## config.mk

```make
export PLATFORM = sky130hd
export DESIGN_NAME = mem_rd_skew_ctrl
export DESIGN_NICKNAME = d
export VERILOG_FILES = /design/src/rtl/mem_rd_skew_ctrl.sv
export SDC_FILE = /design/constraint.sdc
export NUM_CORES = 1
export LEC_CHECK = 0
export CAP_MARGIN = 20
export CELL_PAD_IN_SITES_DETAIL_PLACEMENT = 0
export CELL_PAD_IN_SITES_GLOBAL_PLACEMENT = 2
export CORE_UTILIZATION = 40
export CTS_CLUSTER_DIAMETER = 30
export DETAILED_ROUTE_END_ITERATION = 6
export DONT_BUFFER_PORTS = 1
export PLACE_DENSITY = 0.84
export SYNTH_ARGS = -nofsm -noshare
export SYNTH_HDL_FRONTEND = slang
export SYNTH_SLANG_ARGS = --single-unit
```

## constraint.sdc

```tcl
create_clock -name clk -period 4.6 [get_ports clk]
set_input_delay 0.92 -clock clk [delete_from_list [all_inputs] [get_ports clk]]
set_output_delay 0.92 -clock clk [all_outputs]
set_load 0.005 [all_outputs]
```

## src/rtl/mem_rd_skew_ctrl.sv

```systemverilog
// Read sequencer for the per-lane input memory: lane 0 walks base_addr..base_addr+N-1,
// and every other lane replays its neighbour one cycle later to form the systolic skew.
module mem_rd_skew_ctrl #(
  parameter int width_height = 4
) (
  input  logic                        clk,
  input  logic                        reset,
  input  logic                        start,
  input  logic [7:0]                  base_addr,
  input  logic [7:0]                  num_rows,
  output logic [width_height-1:0]     rd_en,
  output logic [width_height*8-1:0]   rd_addr,
  output logic [width_height-1:0]     rd_valid,
  output logic                        busy,
  output logic                        done,
  output logic [1:0]                  dbg_state
);

  // Handshake: start is a one-cycle request, honoured only while IDLE; busy/done report progress.

  typedef enum logic [1:0] {
    IDLE  = 2'd0,
    ISSUE = 2'd1,
    DRAIN = 2'd2
  } state_t;

  state_t state, state_nx;

  logic [7:0]              row_cnt, row_cnt_nx;
  logic [7:0]              num_rows_q, num_rows_q_nx;
  logic                    en0_nx;
  logic [7:0]              addr0_nx;
  logic                    last0_nx;
  logic                    done_nx;
  logic                    busy_nx;
  logic [width_height-1:0] last_q;
  logic [7:0]              lane_addr [width_height];

  // State register
  always_ff @(posedge clk) begin
    if (reset) state <= IDLE;
    else       state <= state_nx;
  end

  // Next-state logic
  always_comb begin
    state_nx = state;
    case (state)
      IDLE:    if (start && (num_rows != 8'd0)) state_nx = ISSUE;
      ISSUE:   if (row_cnt == num_rows_q)       state_nx = DRAIN;
      DRAIN:   if (done)                        state_nx = IDLE;
      default: state_nx = IDLE;
    endcase
  end

  // Output logic: next values for lane 0 and the status flags
  always_comb begin
    en0_nx        = 1'b0;
    addr0_nx      = lane_addr[0];
    last0_nx      = 1'b0;
    row_cnt_nx    = row_cnt;
    num_rows_q_nx = num_rows_q;
    done_nx       = 1'b0;
    busy_nx       = (state_nx != IDLE);
    case (state)
      IDLE: begin
        if (start) begin
          if (num_rows != 8'd0) begin
            en0_nx        = 1'b1;
            addr0_nx      = base_addr;
            row_cnt_nx    = 8'd1;
            num_rows_q_nx = num_rows;
            last0_nx      = (num_rows == 8'd1);
          end else begin
            done_nx = 1'b1;
          end
        end
      end
      ISSUE: begin
        if (row_cnt != num_rows_q) begin
          en0_nx     = 1'b1;
          addr0_nx   = lane_addr[0] + 8'd1;
          row_cnt_nx = row_cnt + 8'd1;
          last0_nx   = ((row_cnt + 8'd1) == num_rows_q);
        end
      end
      DRAIN: begin
        // last_q marks the final enabled row; the matching rd_valid is one cycle later.
        done_nx = last_q[width_height-1];
        if (done) row_cnt_nx = 8'd0;
      end
      default: ;
    endcase
  end

  // Lane shift registers and registered status outputs
  always_ff @(posedge clk) begin
    if (reset) begin
      rd_en      <= '0;
      rd_valid   <= '0;
      last_q     <= '0;
      busy       <= 1'b0;
      done       <= 1'b0;
      row_cnt    <= 8'd0;
      num_rows_q <= 8'd0;
      for (int i = 0; i < width_height; i++) lane_addr[i] <= 8'd0;
    end else begin
      rd_en[0]     <= en0_nx;
      lane_addr[0] <= addr0_nx;
      last_q[0]    <= last0_nx;
      for (int i = 1; i < width_height; i++) begin
        rd_en[i]     <= rd_en[i-1];
        lane_addr[i] <= lane_addr[i-1];
        last_q[i]    <= last_q[i-1];
      end
      rd_valid   <= rd_en;
      busy       <= busy_nx;
      done       <= done_nx;
      row_cnt    <= row_cnt_nx;
      num_rows_q <= num_rows_q_nx;
    end
  end

  for (genvar g = 0; g < width_height; g++) begin : g_addr
    assign rd_addr[8*g +: 8] = lane_addr[g];
  end

  assign dbg_state = state;

endmodule

```

# Word level (Yosys, flattened, before mapping)
# Memories as Yosys holds them, arrays and structs flattened.
# Index checks and enable logic that the tools add are counted.
dict set report totals {
  ff_bits 32
  ram_bits 32
  inputBits 19
  out_inout_bits 44
  elab_cells 63
  mem_count 1
}
# memory words width read_ports rd_ports_with_merged_regs write_ports line_no
set memory_table {}
lappend memory_table {lane_addr 4 8 4 0 4 37} ;# logic [7:0] lane_addr [width_height];
dict set report classes {
  add_sub_neg 2
  n_eq_ne 10
  n_mux 31
  n_bitwise 4
  reduce_logical 7
}
# operator count
set op_table {}
lappend op_table {{$mux 8} 11}
lappend op_table {{$pmux 8 s3} 1}
lappend op_table {{$add 8x1->8 const B} 2}
lappend op_table {{$eq 8x8->1} 2}
lappend op_table {{$pmux 8 s2} 1}
lappend op_table {{$mux 1} 11}
lappend op_table {{$eq 8x1->1 const B} 1}
lappend op_table {{$ne 2x2->1 const B} 4}
lappend op_table {{$ne 8x8->1} 1}
lappend op_table {{$reduce_bool 8->1} 1}
lappend op_table {{$mux 2} 3}
lappend op_table {{$pmux 1 s2} 3}
lappend op_table {{$pmux 2 s3} 1}
lappend op_table {{$reduce_and 5->1} 1}
lappend op_table {{$or 1x1->1} 4}
lappend op_table {{$reduce_and 3->1} 1}
lappend op_table {{$reduce_bool 3->1} 1}
lappend op_table {{$eq 2x1->1 const B} 1}
lappend op_table {{$eq 2x2->1 const B} 1}
lappend op_table {{$logic_not 2->1} 1}
lappend op_table {{$reduce_bool 2->1} 1}
lappend op_table {{$logic_and 1x1->1} 1}

# Longest topological paths before layout
dict set report logic_depth {
  ltp_word 5
  ltp_mapped 9
  depth_no_buf 7
}

# Worst setup path before layout
# No wires, ideal clock.
dict set report synth_path {
  kind {input to register}
  startpoint {in num_rows[4]}
  endpoint {reg row_cnt[2]}
  setup_time_ns 0.132
  arrival_ns 2.315
  required_time_ns 4.468
  setup_slack_ns 2.153
  cell_stages 6
  n_path_buf 1
  cell_sequence {or4_4 > o211a_1 > buf_2 > o21a_1 > nand3_1 > a21oi_1}
}
dict set report synth_between {
  elab_chain_cells 3
}
# item line_no
set synth_lines {}
lappend synth_lines {{from (decl)} 10} ;# input logic [7:0] num_rows,
lappend synth_lines {{$reduce_bool 8->1} 68} ;# if (num_rows != 8'd0) begin
lappend synth_lines {{$ne 2x2->1 (no line)} --}
lappend synth_lines {{$reduce_and 5->1 (no line)} --}
lappend synth_lines {{to (signal assigned)} 119} ;# row_cnt <= row_cnt_nx;
lappend synth_lines {{to (decl)} 29} ;# logic [7:0] row_cnt, row_cnt_nx;
# No other way between the ends.
# A chain may end at the register's enable or synchronous reset.

==> impl_metrics.yaml <==
synthesis:
  avgSynthCellArea_um2: 9.26
  synth_flop_cell: "dfxtp_1"
  ys_warn_count: 0
  synth_nets: 315
  synthArstFlopShare: 0
  ys_ff_latch: 61
  syn_area_um2: 2690
  synth.distinct_cells: 50
  synth_edf_count: 0
  yosysSeqAreaShare: 0.455
  postSynthCellCount: 290
power_and_ir_drop:
  max-vdd-ir-drop_uv: 219
  power_leakage_nw: 1.05
  total_power_w: 0.00135
  powerDensity_nw_per_um2: 464
job:
  max_cap_viol_count: 0
worst_setup_path:
  worstPathRequired_ns: 4.82
  critPathKind: "flop to flop"
  critical_path_buf_inv_count: 1
  r2r_slack_ns: 1.87
  r2r-start: "dbg_state[1]"
  max_stage_delay_ns: 0.85
  cp_max_fo: 18
  crit_family: "compound AO/OA/AOI/OAI gates"
  setup.worst_path.start_class: "flop"
  cp.arrival_ns: 2.95
  rr_worst_depth: 6
  r2r-end: "lane_addr[0][4]"
  crit_chain: "inv_1 > ha_1 > nand2b_1 > a32oi_1 > o21ai_0 > a32o_1"
  worstSetupEndpointType: "flop"
  slowest_stage: "a32oi_1"
cells_and_area:
  register_area_um2: 1220
  fin_nets: 305
  area_delta_synth_final_pct: 8.01
  fillCellCount: 623
  drive_gt1_frac: 0.0842
  fin_util: 0.452
  multi_input_area_um2: 1330
  diodes: 0
floorplan:
  floorplan.die.width_um: 83.9
  core_area_um2: 6420
  die_area_um2: 7040
  fp.dieH_um: 83.9
  start_util: 0.418
  pin_count: 63
  row_count: 29
outcome:
  outcome: "finished with violations"
  violations: "DRC"
place:
  gp_congestion: 0.795
  io_buffers: 0
  hpwlAfterDp_mm: 4.09
cts:
  cts-buffers-inserted: 9
  clk_pin_slew_ns: 0.07
  cts_root_buf: "clkbuf_8"
  cts.repair.resized: 0
  clock_latency_ns: 0.34
  cts_tree: "done"
  cts_buffer_depth: 2
  ctsHoldBuffers: 0
  htree_num_levels: 3
  cts.sinks: 61
  cts_setup_buffers: 0
sta:
  worstMarginPinSlew_ns: 1.09
  drv_slew: 0
  slew_headroom: 0.272
  fin_tns_setup_ns: 0
  period_minus_slack_ns: 2.73
  clock_skew_ns: 0.00843
  whs_ns: 0.436
  period_share: 0.593
  grt_setup_unrepaired: "no"
  fmax_mhz: 367
  report.final.setup_viol: 0
  hold_viol: 0
routing:
  first_pass_iters: 6
  viasPerCell: 5.64
  drcViolationCount: 6
  drt_iter0_drc: 147
  dr_total_vias: 2041
  post_drt_wl_per_cell_um: 16.5
  ant_nets: 0
  routed_wl_mm: 5.97
hold_path:
  hold_depth: 1
  min_to: "last_q[2]"
  hold_path.class: "flop to flop"
  hp-start: "last_q[1]"
grt:
  use_met2: 0.256
  grtUsageMet1: 0.248
  grt_overflow: 0
  grt_pass1_wl_mm: 9.94
  grt_use_total: 0.181
  grt-busiest-layer: "met2"
  grt_max_degree: 59
  antenna_found_initial: 0
  met3_usage: 0.0603
  grt_pass1_vias: 1907
## cell type report
type / instances / area share
Multi-Input combinational cell: 203 / 0.457
Sequential cell: 61 / 0.421
Clock buffer: 10 / 0.0440
Clock inverter: 6 / 0.0384
Tap cell: 77 / 0.0332
Inverter: 5 / 0.00647
## sequential cells by signal, indices dropped and copies added, names as in the netlist
signal	flops
rd_en	3
lane_addr	32
row_cnt	8
busy	1
last_q	4
done	1
num_rows_q	8
dbg_state	2
rd_valid	2
## layout by cell type (no fill, tap or decap), types with 5 or more instances in the layout
cell       n
dfxtp_1   61
nor2b_1   33
nor2_1    22
nand3_1   16
a21oi_1   15
o21ai_0   12
nand2_1   12
mux2i_1    9
clkbuf_8   9
xnor2_1    8
o31ai_1    7
nor3_1     6
ha_1       6
inv_1      5
nand2b_1   5
## synth_stat cells (3+ instances only)
| cell | count | share of area |
|---|---|---|
| buf_2 | 4 | 0.0075 |
| xor2_1 | 3 | 0.0098 |
| clkbuf_1 | 10 | 0.014 |
| or3_1 | 3 | 0.0070 |
| o21ai_0 | 12 | 0.022 |
| nand2b_1 | 5 | 0.012 |
| a32o_1 | 3 | 0.011 |
| a32oi_1 | 3 | 0.0098 |
| xnor2_1 | 8 | 0.026 |
| nand2_1 | 12 | 0.017 |
| nor2_1 | 22 | 0.031 |
| nand3_1 | 16 | 0.030 |
| ha_1 | 6 | 0.028 |
| dfxtp_1 | 61 | 0.45 |
| nor4_1 | 3 | 0.0070 |
| inv_1 | 5 | 0.0070 |
| nor3_1 | 6 | 0.011 |
| a31oi_1 | 3 | 0.0070 |
| a21oi_1 | 15 | 0.028 |
| nor2b_1 | 33 | 0.077 |
| mux2i_1 | 9 | 0.034 |
| buf_4 | 5 | 0.014 |
| nand4_1 | 3 | 0.0070 |
| o31ai_1 | 7 | 0.020 |
## report_power, final
group	internal, W	total (W)	switching, W
Sequential	0.000564	0.000603	0.0000396
Clock	0.000360	0.000572	0.000212
Combinational	0.0000728	0.000169	0.0000966
## worst max-delay path by stage
stage	from	end	slack [ns]	cells past startpoint
2_1_floorplan	num_rows[4]	row_cnt[2]	2.15	6
3_3_place_gp	num_rows[4]	row_cnt[1]	1.90	5
3_5_place_dp	num_rows[4]	row_cnt[1]	1.89	5
4_1_cts	dbg_state[1]	lane_addr[0][4]	1.83	6
5_1_grt	dbg_state[1]	lane_addr[0][7]	1.58	6
6_report	dbg_state[1]	lane_addr[0][4]	1.87	6
## routing by layer
layer | wire length (um) | up-vias
li1 | - | 1010
met1 | 2840 | 962
met2 | 2650 | 60
met3 | 395 | 9
met4 | 85 | 0
met5 | 0 | -
## metrics by stage
stage               std cells  setup WS, ns  cell area [um2]
detailed placement        346          1.89             2660
finish                    362          1.87             2900
global placement          346          1.90             2660
floorplan                 290          2.15             2690
CTS                       362          1.83             2900
global route              362          1.58             2900
## cells by family (layout without fill, tap and decap cells)
kind of cell    count (synthesis)  in the layout  share of synthesized area
simple gates                  115            115                      0.238
compound gates                 62             62                      0.158
flops                          61             61                      0.455
buf+inv                        26             21                     0.0517
xor+xnor                       11             11                     0.0359
mux                             9              9                     0.0336
fa+ha+maj                       6              6                     0.0280
Note: power is estimated with default switching activity, not from simulation.
